===== src/rtl/vram_arbiter.sv =====
// Framebuffer RAM arbiter: VGA scan-out reads take priority on each pixel tick,
// drawing-engine writes are queued in a small FIFO and issued in free cycles.
module vram_arbiter #(
   parameter int FB_W     = 160,
   parameter int FB_H     = 120,
   parameter int SCALE_SH = 2,
   parameter int ADDR_W   = 15,
   parameter int PIX_W    = 12,
   parameter int FIFO_D   = 4
) (
   input  logic              clk_in,
   input  logic              reset,
   input  logic              pix_tick,
   input  logic              active_video,
   input  logic [9:0]        x,
   input  logic [9:0]        y,
   input  logic              wr_valid,
   input  logic [ADDR_W-1:0] wr_addr,
   input  logic [PIX_W-1:0]  wr_data,
   output logic              wr_ready,
   output logic [ADDR_W-1:0] ram_addr,
   output logic              ram_we,
   output logic [PIX_W-1:0]  ram_wdata,
   input  logic [PIX_W-1:0]  ram_rdata,
   output logic [3:0]        red,
   output logic [3:0]        green,
   output logic [3:0]        blue,
   output logic [7:0]        err_cnt
);

   localparam int PTR_W = $clog2(FIFO_D);
   localparam logic [ADDR_W-1:0] FB_W_A    = ADDR_W'(FB_W);
   localparam logic [ADDR_W-1:0] FB_SIZE_A = ADDR_W'(FB_W * FB_H);
   localparam logic [PTR_W:0]    FULL_CNT  = (PTR_W + 1)'(FIFO_D);

   typedef enum logic [1:0] {
      IDLE    = 2'd0,
      RD_ADDR = 2'd1,
      RD_DATA = 2'd2
   } state_t;

   state_t            state_r;
   logic [ADDR_W-1:0] fifo_addr_r [FIFO_D];
   logic [PIX_W-1:0]  fifo_data_r [FIFO_D];
   logic [PTR_W-1:0]  wptr_r;
   logic [PTR_W-1:0]  rptr_r;
   logic [PTR_W:0]    count_r;
   logic [ADDR_W-1:0] rd_addr_r;
   logic              rd_pend_r;

   logic              rd_req_s;
   logic              full_s;
   logic              push_s;
   logic              pop_s;
   logic              head_ok_s;
   logic [ADDR_W-1:0] pix_addr_s;

   assign rd_req_s   = pix_tick & active_video;
   assign full_s     = (count_r == FULL_CNT);
   assign wr_ready   = ~full_s;
   assign push_s     = wr_valid & ~full_s;
   // A write slot exists only when the FSM is idle and no scan-out read claims this edge.
   assign pop_s      = (state_r == IDLE) & ~rd_req_s & (count_r != '0);
   assign head_ok_s  = (fifo_addr_r[rptr_r] < FB_SIZE_A);
   assign pix_addr_s = ADDR_W'(y >> SCALE_SH) * FB_W_A + ADDR_W'(x >> SCALE_SH);

   // Write FIFO storage (no reset needed, validity tracked by count_r).
   always_ff @(posedge clk_in) begin
      if (push_s) begin
         fifo_addr_r[wptr_r] <= wr_addr;
         fifo_data_r[wptr_r] <= wr_data;
      end
   end

   // Write FIFO pointers and occupancy.
   always_ff @(posedge clk_in or negedge reset) begin
      if (!reset) begin
         wptr_r  <= '0;
         rptr_r  <= '0;
         count_r <= '0;
      end else begin
         if (push_s) begin
            wptr_r <= wptr_r + 1'b1;
         end
         if (pop_s) begin
            rptr_r <= rptr_r + 1'b1;
         end
         case ({push_s, pop_s})
            2'b10:   count_r <= count_r + 1'b1;
            2'b01:   count_r <= count_r - 1'b1;
            default: count_r <= count_r;
         endcase
      end
   end

   // Arbitration FSM with registered RAM command, colour and error outputs.
   always_ff @(posedge clk_in or negedge reset) begin
      if (!reset) begin
         state_r   <= IDLE;
         rd_addr_r <= '0;
         rd_pend_r <= 1'b0;
         ram_addr  <= '0;
         ram_we    <= 1'b0;
         ram_wdata <= '0;
         red       <= 4'd0;
         green     <= 4'd0;
         blue      <= 4'd0;
         err_cnt   <= 8'd0;
      end else begin
         ram_we    <= 1'b0;
         rd_pend_r <= 1'b0;
         // RAM data for the read issued two edges ago is valid now.
         if (rd_pend_r) begin
            {red, green, blue} <= ram_rdata;
         end
         case (state_r)
            IDLE: begin
               if (rd_req_s) begin
                  state_r   <= RD_ADDR;
                  rd_addr_r <= pix_addr_s;
               end else begin
                  if (pix_tick) begin
                     red   <= 4'd0;
                     green <= 4'd0;
                     blue  <= 4'd0;
                  end
                  if (pop_s) begin
                     if (head_ok_s) begin
                        ram_addr  <= fifo_addr_r[rptr_r];
                        ram_wdata <= fifo_data_r[rptr_r];
                        ram_we    <= 1'b1;
                     end else if (err_cnt != 8'hFF) begin
                        err_cnt <= err_cnt + 8'd1;
                     end
                  end
               end
            end
            RD_ADDR: begin
               ram_addr <= rd_addr_r;
               state_r  <= RD_DATA;
            end
            RD_DATA: begin
               rd_pend_r <= 1'b1;
               state_r   <= IDLE;
            end
            default: begin
               state_r <= IDLE;
            end
         endcase
      end
   end

endmodule

===== config.mk =====
export PLATFORM = sky130hd
export DESIGN_NAME = vram_arbiter
export DESIGN_NICKNAME = d
export VERILOG_FILES = /design/src/rtl/vram_arbiter.sv
export SDC_FILE = /design/constraint.sdc
export NUM_CORES = 1
export LEC_CHECK = 0
export ABC_AREA = 1
export CORE_MARGIN = 1.5
export CORE_UTILIZATION = 55
export DETAILED_ROUTE_END_ITERATION = 6
export HOLD_SLACK_MARGIN = 0.02
export MAX_ROUTING_LAYER = met4
export PLACE_DENSITY = 0.81
export SKIP_CTS_REPAIR_TIMING = 1
export SLEW_MARGIN = 20
export SYNTH_ARGS = -nofsm -noshare
export SYNTH_HDL_FRONTEND = slang
export SYNTH_SLANG_ARGS = --single-unit

===== constraint.sdc =====
create_clock -name clk_in -period 2.51 [get_ports clk_in]
set_input_delay 0.251 -clock clk_in [delete_from_list [all_inputs] [get_ports clk_in]]
set_output_delay 0.251 -clock clk_in [all_outputs]
set_load 0.02 [all_outputs]

Yosys cells after proc, flatten, opt, wreduce, memory -nomap -nowiden

Memory sizes are Yosys's and may differ from the RTL's. A register that Yosys moved wholly into a read port is not among the register bits.
Cells that the tools add are included.

Bits in registers: 61
RAM bits: 108
Input port bits: 64
Output and inout port bits: 49
Word-level logic and storage cells: 74
Memories kept: 2

Memories:

| memory      | depth | bits a word | read ports | clocked after Yosys merged registers in | write ports | line | source |
|---|---|---|---|---|---|---|---|
| fifo_addr_r | 4     | 15          | 1          | 0                                       | 1           | 43   | `logic [ADDR_W-1:0] fifo_addr_r [FIFO_D];` |
| fifo_data_r | 4     | 12          | 1          | 1                                       | 1           | 44   | `logic [PIX_W-1:0] fifo_data_r [FIFO_D];` |

Add/sub/neg operators: 6
Multiply operators: 1
Magnitude comparators: 1
Equal/unequal tests: 10
Multiplexer cells: 26
Bitwise gates (word level): 7
Reductions and logical operators: 9

Operators with widths:

| operator                                                             | number |
|---|---|
| 4-bit 2-to-1 mux                                                     | 12 |
| 15-bit 2-to-1 mux                                                    | 3 |
| 15-bit case mux with 2 select lines                                  | 1 |
| 15-bit by 8-bit adder with 15-bit output                             | 1 |
| 15-bit < comparator (second input constant)                          | 1 |
| 8-bit by 3-bit multiplier with 10-bit output (second input constant) | 1 |
| 8-bit by 1-bit adder with 8-bit output (second input constant)       | 1 |
| 2-bit inequality test (second input constant)                        | 4 |
| 8-bit inequality test (second input constant)                        | 1 |
| 4-bit AND reduction                                                  | 2 |
| 1-bit 2-to-1 mux                                                     | 7 |
| 3-bit case mux with 2 select lines                                   | 1 |
| 5-bit AND reduction                                                  | 1 |
| 2-bit by 1-bit adder with 2-bit output (second input constant)       | 2 |
| 1-bit AND                                                            | 4 |
| 2-bit by 1-bit == test with 1-bit output (second input constant)     | 2 |
| 2-bit == test (second input constant)                                | 2 |
| 2-bit case mux with 2 select lines                                   | 1 |
| 2-bit nonzero test                                                   | 2 |
| 3-bit by 1-bit adder with 3-bit output (second input constant)       | 1 |
| 3-bit == test (second input constant)                                | 1 |
| 1-bit NOT                                                            | 3 |
| 3-bit nonzero test                                                   | 1 |
| 3-bit by 1-bit subtractor with 3-bit output (second input constant)  | 1 |
| other kinds (4)                                                      | 4 |

Depth between registers and ports, before layout

Gate-level depths: netlist of run 1.

Depth in word-level cells: 7
Gate-level depth with buffers: 14
Depth with buffers taken out: 13

Worst setup path before layout of run 1

No wires, ideal clock.

Path type: reg-to-reg
From: register count_r[0]
To: memory fifo_addr_r[0][0] (enable)
Library setup time: 0.411 ns
Arrival time: 2.037 ns
Data required time: 2.099 ns
Setup slack: 0.062 ns
Stages on the path, launching flop included: 5
Buffers on the path: 0
Cells stage by stage: dfrtp_1 inv_1 nand3_1 nand2_1 nor2_1

Cells in the longest elaborated chain, start to end: 5

Ends and longest elaborated chain:

| element                                | line | source |
|---|---|---|
| start: declaration                     | 47   | `logic [PTR_W:0] count_r;` |
| start signal: assignment               | 89   | `2'b10: count_r <= count_r + 1'b1;` |
| start signal: assignment               | 90   | `2'b01: count_r <= count_r - 1'b1;` |
| start signal: assignment               | 91   | `default: count_r <= count_r;` |
| 3-bit == test                          | 59   | `assign full_s = (count_r == FULL_CNT);` |
| 1-bit NOT                              | n/a  |  |
| via wr_ready                           | 20   | `output logic wr_ready,` |
| 1-bit AND                              | 61   | `assign push_s = wr_valid & ~full_s;` |
| 1-bit 2-to-1 mux                       | 69   | `if (push_s) begin` |
| 1-bit 2-to-1 mux (implied by the code) | 70   | `fifo_addr_r[wptr_r] <= wr_addr;` |
| end: declaration                       | 43   |  |

The timed path passes the listed nets, and every way through them passes these cells.

Worst setup path after layout of run 1

From: input y[5]
To: register rd_addr_r[13]

Cells in the longest elaborated chain, start to end: 2

Ends and longest elaborated chain:

| element                                      | line | source |
|---|---|---|
| start: declaration                           | 16   | `input logic [9:0] y,` |
| 8-bit by 3-bit multiplier with 10-bit output | 65   | `assign pix_addr_s = ADDR_W'(y >> SCALE_SH) * FB_W_A + ADDR_W'(x >> SCALE_SH);` |
| 15-bit by 8-bit adder with 15-bit output     | 65   |  |
| end signal: assignment                       | 120  | `rd_addr_r <= pix_addr_s;` |
| end: declaration                             | 48   | `logic [ADDR_W-1:0] rd_addr_r;` |

Every way passes these cells.
A chain may end at the register's enable or synchronous reset.

==> reports/qor.txt, run 1 <==
cell area after synthesis = 7975 sq um
initial drt markers = 355
Avg WL per Cell = 15.40 microns
Max Cap Viol = 0
H-tree depth = 4
vias in the first global route = 5352
Finished Core Util = 0.6984
Worst Path Required = 2.88 ns
Post-synth top cells = 238 x nand2_1, 108 x edfxtp_1, 73 x dfrtp_1
CP Launch Type = input port
DRT Wirelength = 16.54 mm
Clock Skews = 0.007717 ns
antenna viol nets, final = 0
top-count cell post-synth = nand2_1
worst vdd ir = 694.6 uV
top cell type's share of synthesized area = 0.4067
DRT Pass-1 Iters = 5
mean area per synthesized cell = 10.44 sq um
slack of the critical path = 0.2911 ns
r2r setup slk = 0.43 ns
share of cells above drive strength 1 = 0.08166
placeable core area = 14040 sq um
Max Clock Freq = 450.7 MHz
failing checks = negative hold slack
CTS Sinks = 181
largest area contributor in the netlist = edfxtp_1
post-synthesis sequential area ratio = 0.6357
final period utilization = 0.8840
max-slew violations = 0
die height = 123.4 microns
global placer's final weighted congestion = 0.8100
total CTS buffers = 17
Syn Inst Count = 764
Setup TNS = 0 ns
# IOs = 113
antenna violations before repair = 0
Synth Warn # = 0
layout net count = 969
Most used DFF post-synth = edfxtp_1
synthesized flop and latch total = 181
maximum clock path buffer count = 2
Post-synth EDFFs = 108
starting density of the core = 0.5679
Distinct cells, synth = 32
Layout area overhead = 22.97%
Lkg Pwr = 0.004257 uW
Tot GR Track Use = 0.2396
setup slack at placement = -0.05572 ns
top cells by area, synth = edfxtp_1 41%, dfrtp_1 23%, nand2_1 11%
crit path kind = input port to register
die area = 15230 sq um
Vias = 5688
slew margin rel. = 0.3860
dpl hpwl = 10.61 mm
Worst R2R Path Depth = 11
Die X = 123.4 microns
RSZ-0062 raised after global routing = no
TritonCTS clock tree = built
Power Dens Cells = 1204 nW/um^2
gr ovfl total = 0
PortBufs = 108
Worst Path Arrival = 2.59 ns
worst flop-to-flop path startpoint = state_r[0]
root buf cell = clkbuf_16
Hold Fails Final Rpt = 73
Via density = 5.296
Fillers = 990
net count after synthesis = 852
Setup Viol. Count Final = 0
number of diodes = 0
Worst setup EP type = register
reg2reg end = count_r[2]
post-layout min period = 2.219 ns
asr flop ratio synth = 0.4033
Crit Path Max Fanout = 3
row count = 43
clock slew seen by the registers of the worst setup and hold paths = 0.06 ns
HP Class = input port to async pin
clock latency on the worst-skew pair = 0.43 ns
first-pass GRT wire length = 26.35 mm
worst slew pin tran = 0.9209 ns
outcome = finished with violations
largest net degree at the start of global routing = 74
DR DRC count = 0
hold slack = -0.04830 ns
[layer usage]
layer / routed length (microns) / global-route usage / vias up
li1: - / - / 2786
met1: 7299 / 0.3172 / 2679
met2: 7849 / 0.3708 / 198
met3: 1084 / 0.04705 / 25
met4: 301 / 0.09052 / 0
met5: 0 / - / -
[per-stage QoR]
stage | cell area [sq um] | cells | total power (uW) | hold WS [ns]
after floorplan | 7975 | 764 | 7746 | -0.04459
after global placement | 9291 | 1042 | 9324 | 0.4294
after detailed placement | 9291 | 1042 | 9471 | 0.4382
after CTS | 9807 | 1074 | 11860 | -0.01497
after global routing | 9807 | 1074 | 12610 | 0.03022
final | 9807 | 1074 | 11800 | -0.04830
[power breakdown]
part	switching, uW	total (uW)	internal, uW
sequential	408	4500	4090
clock	1070	2320	1250
combinational	3120	4990	1860
total	4610	11800	7200
[worst max-delay path by stage]
stage,to,cells past startpoint,from
2_1_floorplan,fifo_addr_r[0][0],4,count_r[0]
3_3_place_gp,rd_addr_r[13],11,y[5]
3_5_place_dp,rd_addr_r[13],11,y[5]
4_1_cts,rd_addr_r[13],11,y[5]
5_1_grt,rd_addr_r[13],11,y[3]
6_report,rd_addr_r[13],11,y[5]
[logic make-up (layout without fill, tap and decap cells)]
group | after synthesis | after routing | synth area share
and+or+nand+nor | 347 | 347 | 0.1749
DFF | 181 | 181 | 0.6357
buffers and inverters | 97 | 227 | 0.05193
AOI/OAI and AO/OA | 90 | 90 | 0.06574
adders and majority gates | 24 | 24 | 0.04048
xor gates and xnor gates | 13 | 13 | 0.01428
muxes | 12 | 12 | 0.01694
[state kept, by name, indices dropped and copies added, names as in the netlist, 2 cells and up]
| register | flops |
|---|---|
| blue | 4 |
| green | 4 |
| ram_addr | 15 |
| red | 4 |
| ram_wdata | 12 |
| fifo_data_r | 48 |
| wptr_r | 2 |
| rd_addr_r | 15 |
| err_cnt | 8 |
| count_r | 3 |
| state_r | 2 |
| fifo_addr_r | 60 |
| rptr_r | 2 |
[layout make-up]
type | instances | area [sq um] | share of cell area
flip-flops and latches | 181 | 5070 | 0.5170
multi-input cells | 486 | 2501 | 0.2550
repair buffers | 128 | 1241 | 0.1266
clock buffers | 18 | 429.2 | 0.04376
inverters | 67 | 254.0 | 0.02590
well taps | 180 | 225.2 | 0.02297
clock inverters | 14 | 86.33 | 0.008803
[worst max-delay path, cell delays in order]
cell	delay (ns)
clkdlybuf4s50_1	0.51
ha_1	0.25
ha_1	0.22
fa_1	0.41
xor2_1	0.19
inv_1	0.09
nor2_1	0.20
nand2_1	0.10
o21ai_0	0.18
nand3_1	0.09
nand2_1	0.08
[placed cells by master, fill, tap and decap left out, types with 5 or more instances in the layout]
master,count
a21oi_1,14
a32o_1,8
buf_4,20
clkbuf_16,17
clkdlybuf4s50_1,107
dfrtp_1,73
edfxtp_1,108
ha_1,21
inv_1,64
mux2_2,12
nand2_1,238
nand3_1,50
nor2_1,45
o21ai_0,47
o22ai_1,12
xnor2_1,5
xor2_1,8
No activity file was read; power rests on OpenSTA's default activity.
==> run 2: changes to the inputs <==
Settings changed: CELL_PAD_IN_SITES_DETAIL_PLACEMENT from default to 0, CELL_PAD_IN_SITES_GLOBAL_PLACEMENT from default to 1, CORE_UTILIZATION 55 to 43, TNS_END_PERCENT from default to 1.
==> run 2 against run 1 <==
  * The run ends with design-rule violations left
  * Largest power group unchanged
  * Critical path type is now register to register
  * Global-route usage down 5.5 points
  * First-iteration DRC count shrank 2.3%
  * Combinational power down 3%
  * Final area up 1.4%
  * Clock-buffer cell count stayed put
  * Core utilization down 15 points
  * Clock power up 6%
  * Clock skew increased by 0.0016 ns
==> reports/qor.txt, run 2 (synthesized netlist as in run 1, its figures left out) <==
outcome = finished with violations
failing checks = design-rule violations
DRT Pass-1 Iters = 7
biggest regs = fifo_addr_r: 60 flops, fifo_data_r: 48 flops
Layout area overhead = 24.74%
Via density = 4.817
global placer's final weighted congestion = 0.7842
CP Launch Type = register
worst slew pin tran = 0.5946 ns
TritonCTS clock tree = built
Lkg Pwr = 0.004310 uW
maximum clock path buffer count = 2
Clock Skews = 0.009331 ns
clock latency on the worst-skew pair = 0.43 ns
reg2reg end = err_cnt[2]
Worst Path Required = 2.81 ns
worst vdd ir = 688.6 uV
layout net count = 976
Fillers = 1608
Setup TNS = 0 ns
Power Dens Cells = 1185 nW/um^2
initial drt markers = 347
total CTS buffers = 17
hold slack = 0.3307 ns
Worst R2R Path Depth = 12
die height = 139.2 microns
post-layout min period = 2.245 ns
crit path kind = register to register
gr ovfl total = 0
max reg flops = 60
Setup Viol. Count Final = 0
antenna viol nets, final = 0
antenna violations before repair = 0
Max Cap Viol = 0
Avg WL per Cell = 14.56 microns
largest net degree at the start of global routing = 41
row count = 49
share of cells above drive strength 1 = 0.08879
Die X = 139.2 microns
slew margin rel. = 0.6032
final period utilization = 0.8945
Vias = 5443
H-tree depth = 4
starting density of the core = 0.4410
root buf cell = clkbuf_16
clock slew seen by the registers of the worst setup and hold paths = 0.07 ns
max-slew violations = 0
PortBufs = 108
Finished Core Util = 0.5501
Tot GR Track Use = 0.1848
most common cell after layout, fill and taps aside = nand2_1
commonest non-fill, non-tap cells in the layout = 238 x nand2_1, 108 x edfxtp_1, 107 x clkdlybuf4s50_1
die area = 19370 sq um
Max Clock Freq = 445.4 MHz
Hold Fails Final Rpt = 0
number of diodes = 0
RSZ-0062 raised after global routing = no
dpl hpwl = 11.03 mm
DR DRC count = 11
first-pass GRT wire length = 26.88 mm
setup slack at placement = -0.07685 ns
HP Class = input port to async pin
# IOs = 113
DRT Wirelength = 16.46 mm
Worst setup EP type = register
r2r setup slk = 0.26 ns
worst flop-to-flop path startpoint = rptr_r[0]
Final Power = 11780 uW
slack of the critical path = 0.2649 ns
Biggest register = fifo_addr_r
CTS Sinks = 181
placeable core area = 18090 sq um
Worst Path Arrival = 2.55 ns
vias in the first global route = 5312
Crit Path Max Fanout = 40
## run 2: how the worst max path moves through the flow
stage               depth (start not counted)  startpoint                 to
finish                                     12   rptr_r[0]         err_cnt[2]
global route                               12   rptr_r[0]         err_cnt[6]
CTS                                        12   rptr_r[0]         err_cnt[2]
detailed placement                         11        y[3]      rd_addr_r[13]
global placement                           13        y[3]      rd_addr_r[14]
floorplan                                   4  count_r[0]  fifo_addr_r[0][0]
## run 2: per-stage QoR
stage | std cells | area [sq um]
final | 1130 | 9948
after global routing | 1130 | 9948
after floorplan | 764 | 7975
after CTS | 1129 | 9938
after global placement | 1097 | 9398
after detailed placement | 1097 | 9398
## run 2: routing by layer
layer / vias up / wire [microns] / track usage
met1: 2515 / 7379 / 0.2271
met4: 0 / 230 / 0.06215
met3: 15 / 729 / 0.03522
li1: 2795 / - / -
met2: 118 / 8116 / 0.3076
met5: - / 0 / -
## run 2: worst max-delay path: stages (launching register included)
cell and delay (ns):
dfrtp_1 0.38, buf_4 0.39, nand2_1 0.10, o21ai_0 0.10, nand2_1 0.12, nand2_1 0.08, nand2_1 0.04, nand2_1 0.07
nand2_1 0.09, nand2_1 0.20, nand2_1 0.31, nand2_1 0.16, o21ai_2 0.06
## run 2: cell type report
cell class                 instances  area [sq um]  area share
sequential                       181          5070      0.5096
multi-input combinational        486          2501      0.2514
timing repair buffer             135          1296      0.1303
clock buffer                      18         429.2     0.04314
tap                              229         286.5     0.02880
inverter                          67         254.0     0.02553
clock inverter                    14         111.4     0.01119
## run 2: power breakdown
group / switching [uW] / leakage (uW) / internal, uW
registers: 413 / 0.00191 / 4090
logic: 2970 / 0.00214 / 1860
clock network: 1100 / 0.000259 / 1350
